$ cat src/rtl/dff4_pkg.sv
// dff4_pkg: shared definitions for the dff4 register slice.
//   DFF4_DEFAULT_WIDTH : default register width (a nibble)
//   dff4_word_t        : word type at the default width
//   DFF4_DEFAULT_RESET : default reset value for the default word
package dff4_pkg;

    localparam int DFF4_DEFAULT_WIDTH = 4;

    typedef logic [DFF4_DEFAULT_WIDTH-1:0] dff4_word_t;

    localparam dff4_word_t DFF4_DEFAULT_RESET = '0;

endpackage : dff4_pkg

$ cat src/rtl/dff_bit_en.sv
// dff_bit_en: single storage bit with load enable and synchronous active-low
// reset. The reset value is set per instance so a parallel register can have
// any reset pattern.
//   clk   in  1  rising-edge clock
//   reset in  1  synchronous active-low reset, overrides en
//   en    in  1  load enable, active-high
//   d     in  1  data input
//   q     out 1  registered output
module dff_bit_en #(
    parameter logic RST_VAL = 1'b0
) (
    input  logic clk,
    input  logic reset,
    input  logic en,
    input  logic d,
    output logic q
);

    always_ff @(posedge clk) begin
        if (!reset)
            q <= RST_VAL;
        else if (en)
            q <= d;
    end

endmodule : dff_bit_en

$ cat src/rtl/dff4_enable_reg.sv
// dff4_enable_reg: WIDTH-bit parallel register with shared load enable and
// synchronous active-low reset. Built from WIDTH dff_bit_en instances.
//   clk    in  1      rising-edge clock
//   reset  in  1      synchronous active-low reset, loads RESET_VALUE
//   En     in  1      load enable, active-high
//   D      in  WIDTH  data input
//   Q      out WIDTH  registered output
//   Q_chg  out 1      registered "this edge altered Q" pulse
//                     (only when DFF4_CHANGE_FLAG_EN is defined)
// Optional feature macro: DFF4_CHANGE_FLAG_EN
module dff4_enable_reg
    import dff4_pkg::*;
#(
    parameter int               WIDTH       = DFF4_DEFAULT_WIDTH,
    parameter logic [WIDTH-1:0] RESET_VALUE = WIDTH'(DFF4_DEFAULT_RESET)
) (
    input  logic             clk,
    input  logic             reset,
    input  logic             En,
    input  logic [WIDTH-1:0] D,
`ifdef DFF4_CHANGE_FLAG_EN
    output logic [WIDTH-1:0] Q,
    output logic             Q_chg
`else
    output logic [WIDTH-1:0] Q
`endif
);

    wire [WIDTH-1:0] q_w;

    for (genvar i = 0; i < WIDTH; i++) begin : g_bit
        dff_bit_en #(
            .RST_VAL (RESET_VALUE[i])
        ) u_bit (
            .clk   (clk),
            .reset (reset),
            .en    (En),
            .d     (D[i]),
            .q     (q_w[i])
        );
    end

    assign Q = q_w;

`ifdef DFF4_CHANGE_FLAG_EN
    // Compares the load value against the pre-edge Q, so the pulse lines up
    // with the edge that actually changed Q.
    always_ff @(posedge clk) begin
        if (!reset)
            Q_chg <= 1'b0;
        else
            Q_chg <= En && (D != q_w);
    end
`endif

    // An unknown enable out of reset makes the load/hold decision meaningless.
    a_en_known: assert property (@(posedge clk) reset |-> !$isunknown(En));

endmodule : dff4_enable_reg

$ cat config.mk
export PLATFORM = sky130hd
export DESIGN_NAME = dff4_enable_reg
export DESIGN_NICKNAME = d
export VERILOG_FILES = /design/src/rtl/dff4_pkg.sv /design/src/rtl/dff_bit_en.sv /design/src/rtl/dff4_enable_reg.sv
export SDC_FILE = /design/constraint.sdc
export NUM_CORES = 1
export LEC_CHECK = 0
export BUFFER_PORTS_ARGS = -buffer_cell sky130_fd_sc_hd__buf_4
export CAP_MARGIN = 20
export CORE_AREA = 10 10 47 49
export DETAILED_ROUTE_END_ITERATION = 10
export DIE_AREA = 0 0 57 59
export PLACE_DENSITY = 0.46
export SETUP_SLACK_MARGIN = 0.5
export SKIP_CTS_REPAIR_TIMING = 1
export SLEW_MARGIN = 30
export SYNTH_ARGS = -nofsm -noshare
export SYNTH_HDL_FRONTEND = slang
export SYNTH_SLANG_ARGS = --single-unit
$ cat constraint.sdc
create_clock -name clk -period 0.8 [get_ports clk]
set_input_delay 0.04 -clock clk [delete_from_list [all_inputs] [get_ports clk]]
set_output_delay 0.04 -clock clk [all_outputs]
set_load 0.03 [all_outputs]
==> metrics.cfg, run 1 <==
[global_route]
grt_pass1_wl_microns = 683
grt_pass1_vias = 163
antenna_found_initial = 0
overflow = 0
grt_max_degree = 5
grt_usage_pct = 2.98

[drt]
via_count = 131
wl_microns = 423
detail-route-antenna-nets = 0
wl_per_cell_microns = 10.3
drt_iter0_markers = 0
dr.pass1.iters = 1
drcViolationCount = 0
via_per_inst = 3.20

[cts]
cts_sinks = 4
cts_max_path_buffers = 2
clock_latency_ps = 230
cts_root_buffer = clkbuf_4
tritoncts = yes
cts_buffers = 3
clk_pin_slew_ps = 40
ctsHtreeMaxLevel = 1

[synthesis]
synth_fa_ha_area_share_pct = 0
synth_commonest_cells = buf_4, dfxtp_1, mux2i_1, nor2b_1, buf_6
synth_ff_type = dfxtp_1
yosysUniqueCellTypes = 5
synthXorXnorAreaFrac_pct = 0
syn-mean-instance-area_sq_um = 11.0
synthMuxAreaShare_pct = 21.5
ys_warn_count = 0
async_reset_ff_share_pct = 0
synth-simple-area-share_pct = 13.4
syn_area_sq_um = 186
synth-compound-area-share_pct = 0
synthTopCellsByArea = dfxtp_1, mux2i_1, buf_4
ys_seq_area_share_pct = 43.0
syn-num-nets = 24
synth_top_family_by_area = buffers and inverters
synth_edf_count = 0
ys_seq_elements = 4
synth.top_cell.area_share_pct = 43.0
synthCells = 17
yosysTopAreaCell = dfxtp_1

[power_and_ir_drop]
p_per_area_mw_per_mm2 = 1990
power_mw = 0.563
irDropWorstVdd_mv = 0.545
p_leak_nw = 0.132

[finish]
multiInputGateArea_sq_um = 65.1
n_antenna_cell = 0
top_register = g_bit.u_bit.q
fillerInstances = 157
regArea_sq_um = 85.1
largest_register_ff_count = 4
reg_top3 = g_bit.u_bit.q (4)
drive_above_1_share_pct = 68.0
area_delta_synth_final_pct = 51.7
final_nets = 34

[sta]
timing.fmax_mhz = 1380
setup_viol = 0
grt_setup_unrepaired = yes
final.setup.tns_ps = 0
slew_headroom_pct = 90.8
worst_pin_slew_ps = 135
maxSlewViolCount = 0
fin_worst_skew_ps = 0
hold_viol = 0
finalCritPeriodShare_pct = 90.5
min_period_ps = 724

[worst_setup_path]
arrival_ps = 680
crit_path_top_delay_cell = dfxtp_2
crit_fanout = 2
path_class = reg2out
worstPathCellList = buf_6
start_kind = flip-flop
endpoint_kind = output pin
crit_path_max_incr_delay_ps = 330
crit_buf_inv = 1
crit_family = flip-flops
worstPathRequired_ps = 760

[placement]
gp_congestion = 0.629
dp_hpwl_microns = 379
port_buffers = 10

[flow_run]
cap_viol_max_count = 0

[hold_path]
hold_path_class = in2reg

[die]
initial_utilization_pct = 13.3
coreArea_sq_mm = 0.00140
ios = 11
num_rows = 14
die_w_microns = 57
dieArea_sq_mm = 0.00336
die_h_microns = 59

[run_status]
outcome = finished, final reports clean

## logic make-up after synthesis
| kind of cell | after synthesis |
|---|---|
| buffers and inverters | 5 |
| DFF | 4 |
| muxes | 4 |
| and+or+nand+nor | 4 |
## area by class of cell
cell class / instances / share of cell area [%]
Timing Repair Buffer: 10 / 31.9
Multi-Input combinational cell: 8 / 23.0
Sequential cell: 4 / 30.1
Tap cell: 16 / 7.08
Clock buffer: 3 / 7.96
## per-layer routing
layer / vias to the layer above / track usage [%] / routed length, microns
met1: 59 / 2.24 / 143
met4: 0 / 5.03 / 0
met2: 4 / 4.50 / 256
met3: 0 / 1.29 / 24
met5: - / 0 / 0
li1: 68 / - / -
## layout by cell type (no fill, tap or decap)
master	instances
buf_4	6
buf_6	4
clkbuf_4	3
dfxtp_2	4
mux2i_1	4
nor2b_1	4
## path summary, 6_finish.rpt
path / startpoint / cells past startpoint / slack, ps / endpoint
worst min register to register: g_bit[3].u_bit.q / 2 / 520 / g_bit[3].u_bit.q
worst max-delay path: g_bit[1].u_bit.q / 1 / 80 / Q[1]
worst max register to register: g_bit[0].u_bit.q / 2 / 190 / g_bit[0].u_bit.q
worst min-delay path: reset / 2 / 40 / g_bit[3].u_bit.q
## report_power, final
group	internal (mW)	switching, mW
Clock	0.167	0.0737
Sequential	0.215	0.00770
Combinational	0.0547	0.0444
## metrics by stage
stage,hold slack [ps],cell area (sq um),instances,setup WS (ps),utilization [%]
after global routing,55.0,283,41,51.6,20.2
after global placement,274,240,38,215,17.1
after detailed placement,282,240,38,185,17.1
final,41.5,283,41,76.2,20.2
after floorplan,168,186,17,242,-
after CTS,34.8,263,41,25.1,18.8
Power figures use the tool's default switching activity.
==> inputs of run 2 (changes only) <==
--- a/config.mk
+++ b/config.mk
@@ -10,7 +10,6 @@
 export CORE_AREA = 10 10 47 49
 export DETAILED_ROUTE_END_ITERATION = 10
 export DIE_AREA = 0 0 57 59
-export PLACE_DENSITY = 0.46
 export SETUP_SLACK_MARGIN = 0.5
 export SKIP_CTS_REPAIR_TIMING = 1
 export SLEW_MARGIN = 30
==> metrics.cfg, run 2 (same netlist as run 1, synthesis figures left out) <==
[finish]
instances_no_fill = 41  ; unchanged
drive_above_1_share_pct = 68.0  ; unchanged
stdcell_area_sq_um = 283  ; unchanged
n_antenna_cell = 0  ; unchanged
largest_register_ff_count = 4  ; unchanged
final_common_cell = buf_4
final_util_pct = 20.2  ; unchanged
final_cell_mix = buf_4, mux2i_1, nor2b_1, dfxtp_2, buf_6
fillerInstances = 166  ; +5.7%
top_register = g_bit.u_bit.q
area_delta_synth_final_pct = 51.7  ; unchanged
reg_top3 = g_bit.u_bit.q (4)
final_nets = 34  ; unchanged

[worst_setup_path]
worstPathCellList = buf_6
crit_buf_inv = 1  ; unchanged
arrival_ps = 680  ; about the same
crit_family = flip-flops
endpoint_kind = output pin
reg2reg_from = g_bit[2].u_bit.q
start_kind = flip-flop
crit_path_max_incr_delay_ps = 330  ; about the same
reg2reg_to = g_bit[2].u_bit.q
path_class = reg2out
crit_path_top_delay_cell = dfxtp_2
crit_fanout = 2  ; unchanged
r2r_slack_ps = 200  ; about the same
worstPathRequired_ps = 760  ; about the same
r2r_cells = 2  ; unchanged

[sta]
maxSlewViolCount = 0  ; unchanged
worst_pin_slew_ps = 119  ; -15.4 ps
slew_headroom_pct = 91.8  ; +1.1 points
setup_viol = 0  ; unchanged
grt_setup_unrepaired = yes
whs_ps = 49.6  ; +8.11 ps
final.setup.tns_ps = 0  ; unchanged
setup_ws_ps = 75.4  ; -0.881 ps
hold_viol = 0  ; unchanged
fin_worst_skew_ps = 0  ; unchanged
finalCritPeriodShare_pct = 90.6  ; +0.11 points
timing.fmax_mhz = 1380  ; -0.12%
min_period_ps = 725  ; +0.881 ps

[cts]
cts_buffers = 3  ; unchanged
clock_latency_ps = 230  ; about the same
cts_root_buffer = clkbuf_4
tritoncts = yes
cts_sinks = 4  ; unchanged
clk_pin_slew_ps = 40  ; about the same
ctsHtreeMaxLevel = 1  ; unchanged
cts_max_path_buffers = 2  ; unchanged

[power_and_ir_drop]
p_leak_nw = 0.132  ; unchanged
p_per_area_mw_per_mm2 = 2030  ; +2.0%
irDropWorstVdd_mv = 0.256  ; -53%
power_mw = 0.574  ; +2.0%

[die]
dieArea_sq_mm = 0.00336  ; unchanged
ios = 11  ; unchanged
die_w_microns = 57  ; unchanged
die_h_microns = 59  ; unchanged
initial_utilization_pct = 13.3  ; unchanged
num_rows = 14  ; unchanged
coreArea_sq_mm = 0.00140  ; unchanged

[flow_run]
cap_viol_max_count = 0  ; unchanged

[drt]
drt_iter0_markers = 1  ; +1
highest_layer = met4
wl_per_cell_microns = 10.5  ; +1.9%
wl_microns = 431  ; +1.9%
dr.pass1.iters = 2  ; +1
m1WireLength_microns = 163  ; +14%
wl_met3_microns = 54  ; +130%
drcViolationCount = 0  ; unchanged
via_per_inst = 3.24  ; +1.5%
via_count = 133  ; +1.5%
wl_met2_microns = 208  ; -19%
detail-route-antenna-nets = 0  ; unchanged

[global_route]
overflow = 0  ; unchanged
grt_pass1_wl_microns = 724  ; +6.0%
grt_max_degree = 5  ; unchanged
antenna_found_initial = 0  ; unchanged
grt_pass1_vias = 164  ; +0.61%
grt_usage_pct = 3.24  ; +0.27 points

[hold_path]
whs_endpoint = g_bit[0].u_bit.q
holdCritStartpoint = reset
hold_path_class = in2reg
min_path_cells = 2  ; unchanged

[placement]
dp.cells = 38  ; unchanged
pre_cts_ws_ps = 211  ; +25.7 ps
port_buffers = 10  ; unchanged
gp_congestion = 0.563  ; -11%
placed_area_sq_um = 240  ; unchanged

[run_status]
outcome = finished, final reports clean

-- run 2: cell counts in the layout (fill, tap and decap cells not counted) --
No cell type changed its count.
-- run 2: how the worst max path moves through the flow --
stage                startpoint                to  depth (start not counted)
2_1_floorplan  g_bit[0].u_bit.q  g_bit[0].u_bit.q                          2
3_3_place_gp   g_bit[2].u_bit.q  g_bit[2].u_bit.q                          2
3_5_place_dp   g_bit[3].u_bit.q  g_bit[3].u_bit.q                          2
4_1_cts        g_bit[0].u_bit.q              Q[0]                          1
5_1_grt        g_bit[0].u_bit.q              Q[0]                          1
6_report       g_bit[0].u_bit.q              Q[0]                          1
-- run 2: cell type report --
cell class / instances / area [sq um] / share of cell area [%]
Timing Repair Buffer: 10 / 90.1 / 31.9
Sequential cell: 4 / 85.1 / 30.1
Multi-Input combinational cell: 8 / 65.1 / 23.0
Clock buffer: 3 / 22.5 / 7.96
Tap cell: 16 / 20.0 / 7.08
-- run 2: per-layer routing --
| metal | up-vias | global-route usage [%] |
|---|---|---|
| li1 | 67 | - |
| met5 | - | 0 |
| met3 | 2 | 3.00 |
| met1 | 58 | 2.26 |
| met2 | 6 | 4.19 |
| met4 | 0 | 5.03 |
-- run 2: report_power, final --
part / total, mW / leakage (nW) / internal, mW / switching [mW]
Sequential: 0.222 / 0.0344 / 0.215 / 0.00756
Combinational: 0.0985 / 0.0838 / 0.0547 / 0.0438
Clock: 0.253 / 0.0138 / 0.168 / 0.0850
-- run 2: worst reg2reg max path: stages (launching register included) --
cell     delay, ps
dfxtp_2        310
mux2i_1        120
nor2b_1         60
==> inputs of run 3 (changes only) <==
--- a/config.mk
+++ b/config.mk
@@ -10,6 +10,7 @@
 export CORE_AREA = 10 10 47 49
 export DETAILED_ROUTE_END_ITERATION = 10
 export DIE_AREA = 0 0 57 59
+export RECOVER_POWER = 100
 export SETUP_SLACK_MARGIN = 0.5
 export SKIP_CTS_REPAIR_TIMING = 1
 export SLEW_MARGIN = 30
==> metrics.cfg, run 3 (same netlist as run 1, synthesis figures left out) <==
[worst_setup_path]
endpoint_kind = output pin
setup.worst_path.end = Q[1]
crit_path_top_delay_cell = dfxtp_1
r2r_slack_ps = 200  ; about the same
worstPathRequired_ps = 760  ; about the same
crit_fanout = 2  ; unchanged
reg2reg_from = g_bit[2].u_bit.q
arrival_ps = 710  ; +30 ps
path_class = reg2out
crit_family = flip-flops
crit_path_max_incr_delay_ps = 320  ; about the same
cp-startpoint = g_bit[1].u_bit.q
reg2reg_to = g_bit[2].u_bit.q
crit_buf_inv = 1  ; unchanged
start_kind = flip-flop
worstPathCellList = buf_4
path_depth = 1  ; unchanged
r2r_cells = 2  ; unchanged

[die]
ios = 11  ; unchanged
dieArea_sq_mm = 0.00336  ; unchanged
die_w_microns = 57  ; unchanged
initial_utilization_pct = 13.3  ; unchanged
num_rows = 14  ; unchanged
die_h_microns = 59  ; unchanged
coreArea_sq_mm = 0.00140  ; unchanged

[finish]
area_delta_synth_final_pct = 44.3
n_antenna_cell = 0  ; unchanged
reg_top3 = g_bit.u_bit.q (4)
final_util_pct = 19.2  ; -0.98 points
final_nets = 34  ; unchanged
final_cell_mix = buf_4, mux2i_1, nor2b_1, clkbuf_4
final_common_cell = buf_4
drive_above_1_share_pct = 60.0  ; -8.0 points
top_register = g_bit.u_bit.q
largest_register_ff_count = 4  ; unchanged
instances_no_fill = 41  ; unchanged

[global_route]
met1_usage_pct = 2.26  ; unchanged
grt_pass1_vias = 164  ; unchanged
use_met2_pct = 4.19  ; unchanged
grt_pass1_wl_microns = 724  ; unchanged
overflow = 0  ; unchanged
grt_max_degree = 5  ; unchanged
antenna_found_initial = 0  ; unchanged
grt.busiest_layer = met4
gr-usage-met3_pct = 3.00  ; unchanged
grt_usage_pct = 3.24  ; unchanged

[power_and_ir_drop]
irDropWorstVdd_mv = 0.253  ; -0.90%
p_per_area_mw_per_mm2 = 2100  ; +3.6%
p_leak_nw = 0.129  ; -2.5%

[sta]
final.setup.tns_ps = 0  ; unchanged
slew_headroom_pct = 91.8  ; about the same
finalCritPeriodShare_pct = 93.8  ; +3.2 points
setup_viol = 0  ; unchanged
fin_worst_skew_ps = 0  ; unchanged
setup_ws_ps = 49.4  ; -25.9 ps
hold_viol = 0  ; unchanged
maxSlewViolCount = 0  ; unchanged
grt_setup_unrepaired = yes
timing.fmax_mhz = 1330  ; -3.5%
min_period_ps = 751  ; +25.9 ps
worst_pin_slew_ps = 119  ; -0.0772 ps

[placement]
port_buffers = 10  ; unchanged
gp_congestion = 0.563  ; unchanged
pre_cts_ws_ps = 211  ; unchanged
dp.cells = 38  ; unchanged

[drt]
wl_per_cell_microns = 10.6  ; +0.46%
detail-route-antenna-nets = 0  ; unchanged
dr.pass1.iters = 2  ; unchanged
via_count = 133  ; unchanged
via_per_inst = 3.24  ; unchanged
wl_microns = 433  ; +0.46%
drcViolationCount = 0  ; unchanged
drt_iter0_markers = 2  ; +1

[cts]
ctsHtreeMaxLevel = 1  ; unchanged
cts_buffers = 3  ; unchanged
tritoncts = yes
cts_sinks = 4  ; unchanged
clock_latency_ps = 230  ; about the same
clk_pin_slew_ps = 40  ; about the same
cts_max_path_buffers = 2  ; unchanged
cts_root_buffer = clkbuf_4

[flow_run]
cap_viol_max_count = 0  ; unchanged

[run_status]
outcome = finished, final reports clean

[hold_path]
hold_path_class = in2reg

run 3: power breakdown:
group	leakage, nW	internal (mW)	switching [mW]
registers	0.0337	0.214	0.00594
clock network	0.0138	0.168	0.0850
logic	0.0812	0.0493	0.0439
run 3: stage by stage:
step	area [sq um]	hold slack, ps	total power, mW
floorplan	186	168	0.289
global placement	240	279	0.313
detailed placement	240	292	0.314
CTS	263	41.9	0.583
global route	269	83.3	0.596
finish	269	49.6	0.566
run 3: how the worst min path moves through the flow:
stage	startpoint	to	slack (ps)	cells after the start
2_1_floorplan	reset	g_bit[0].u_bit.q	170	1
3_3_place_gp	reset	g_bit[0].u_bit.q	280	2
3_5_place_dp	reset	g_bit[0].u_bit.q	290	2
4_1_cts	reset	g_bit[0].u_bit.q	40	2
5_1_grt	reset	g_bit[3].u_bit.q	80	2
6_report	reset	g_bit[0].u_bit.q	50	2
run 3: layout make-up:
type	instances	area, sq um
clock buffers	3	22.5
repair buffers	10	78.8
well taps	16	20.0
fillers	172	1130
multi-input cells	8	65.1
flip-flops and latches	4	82.6
run 3: layer usage:
layer,share of wire [%],vias to the layer above
met5,0,-
met4,0.92,0
met3,13,2
met2,48,6
met1,37,58
li1,-,67
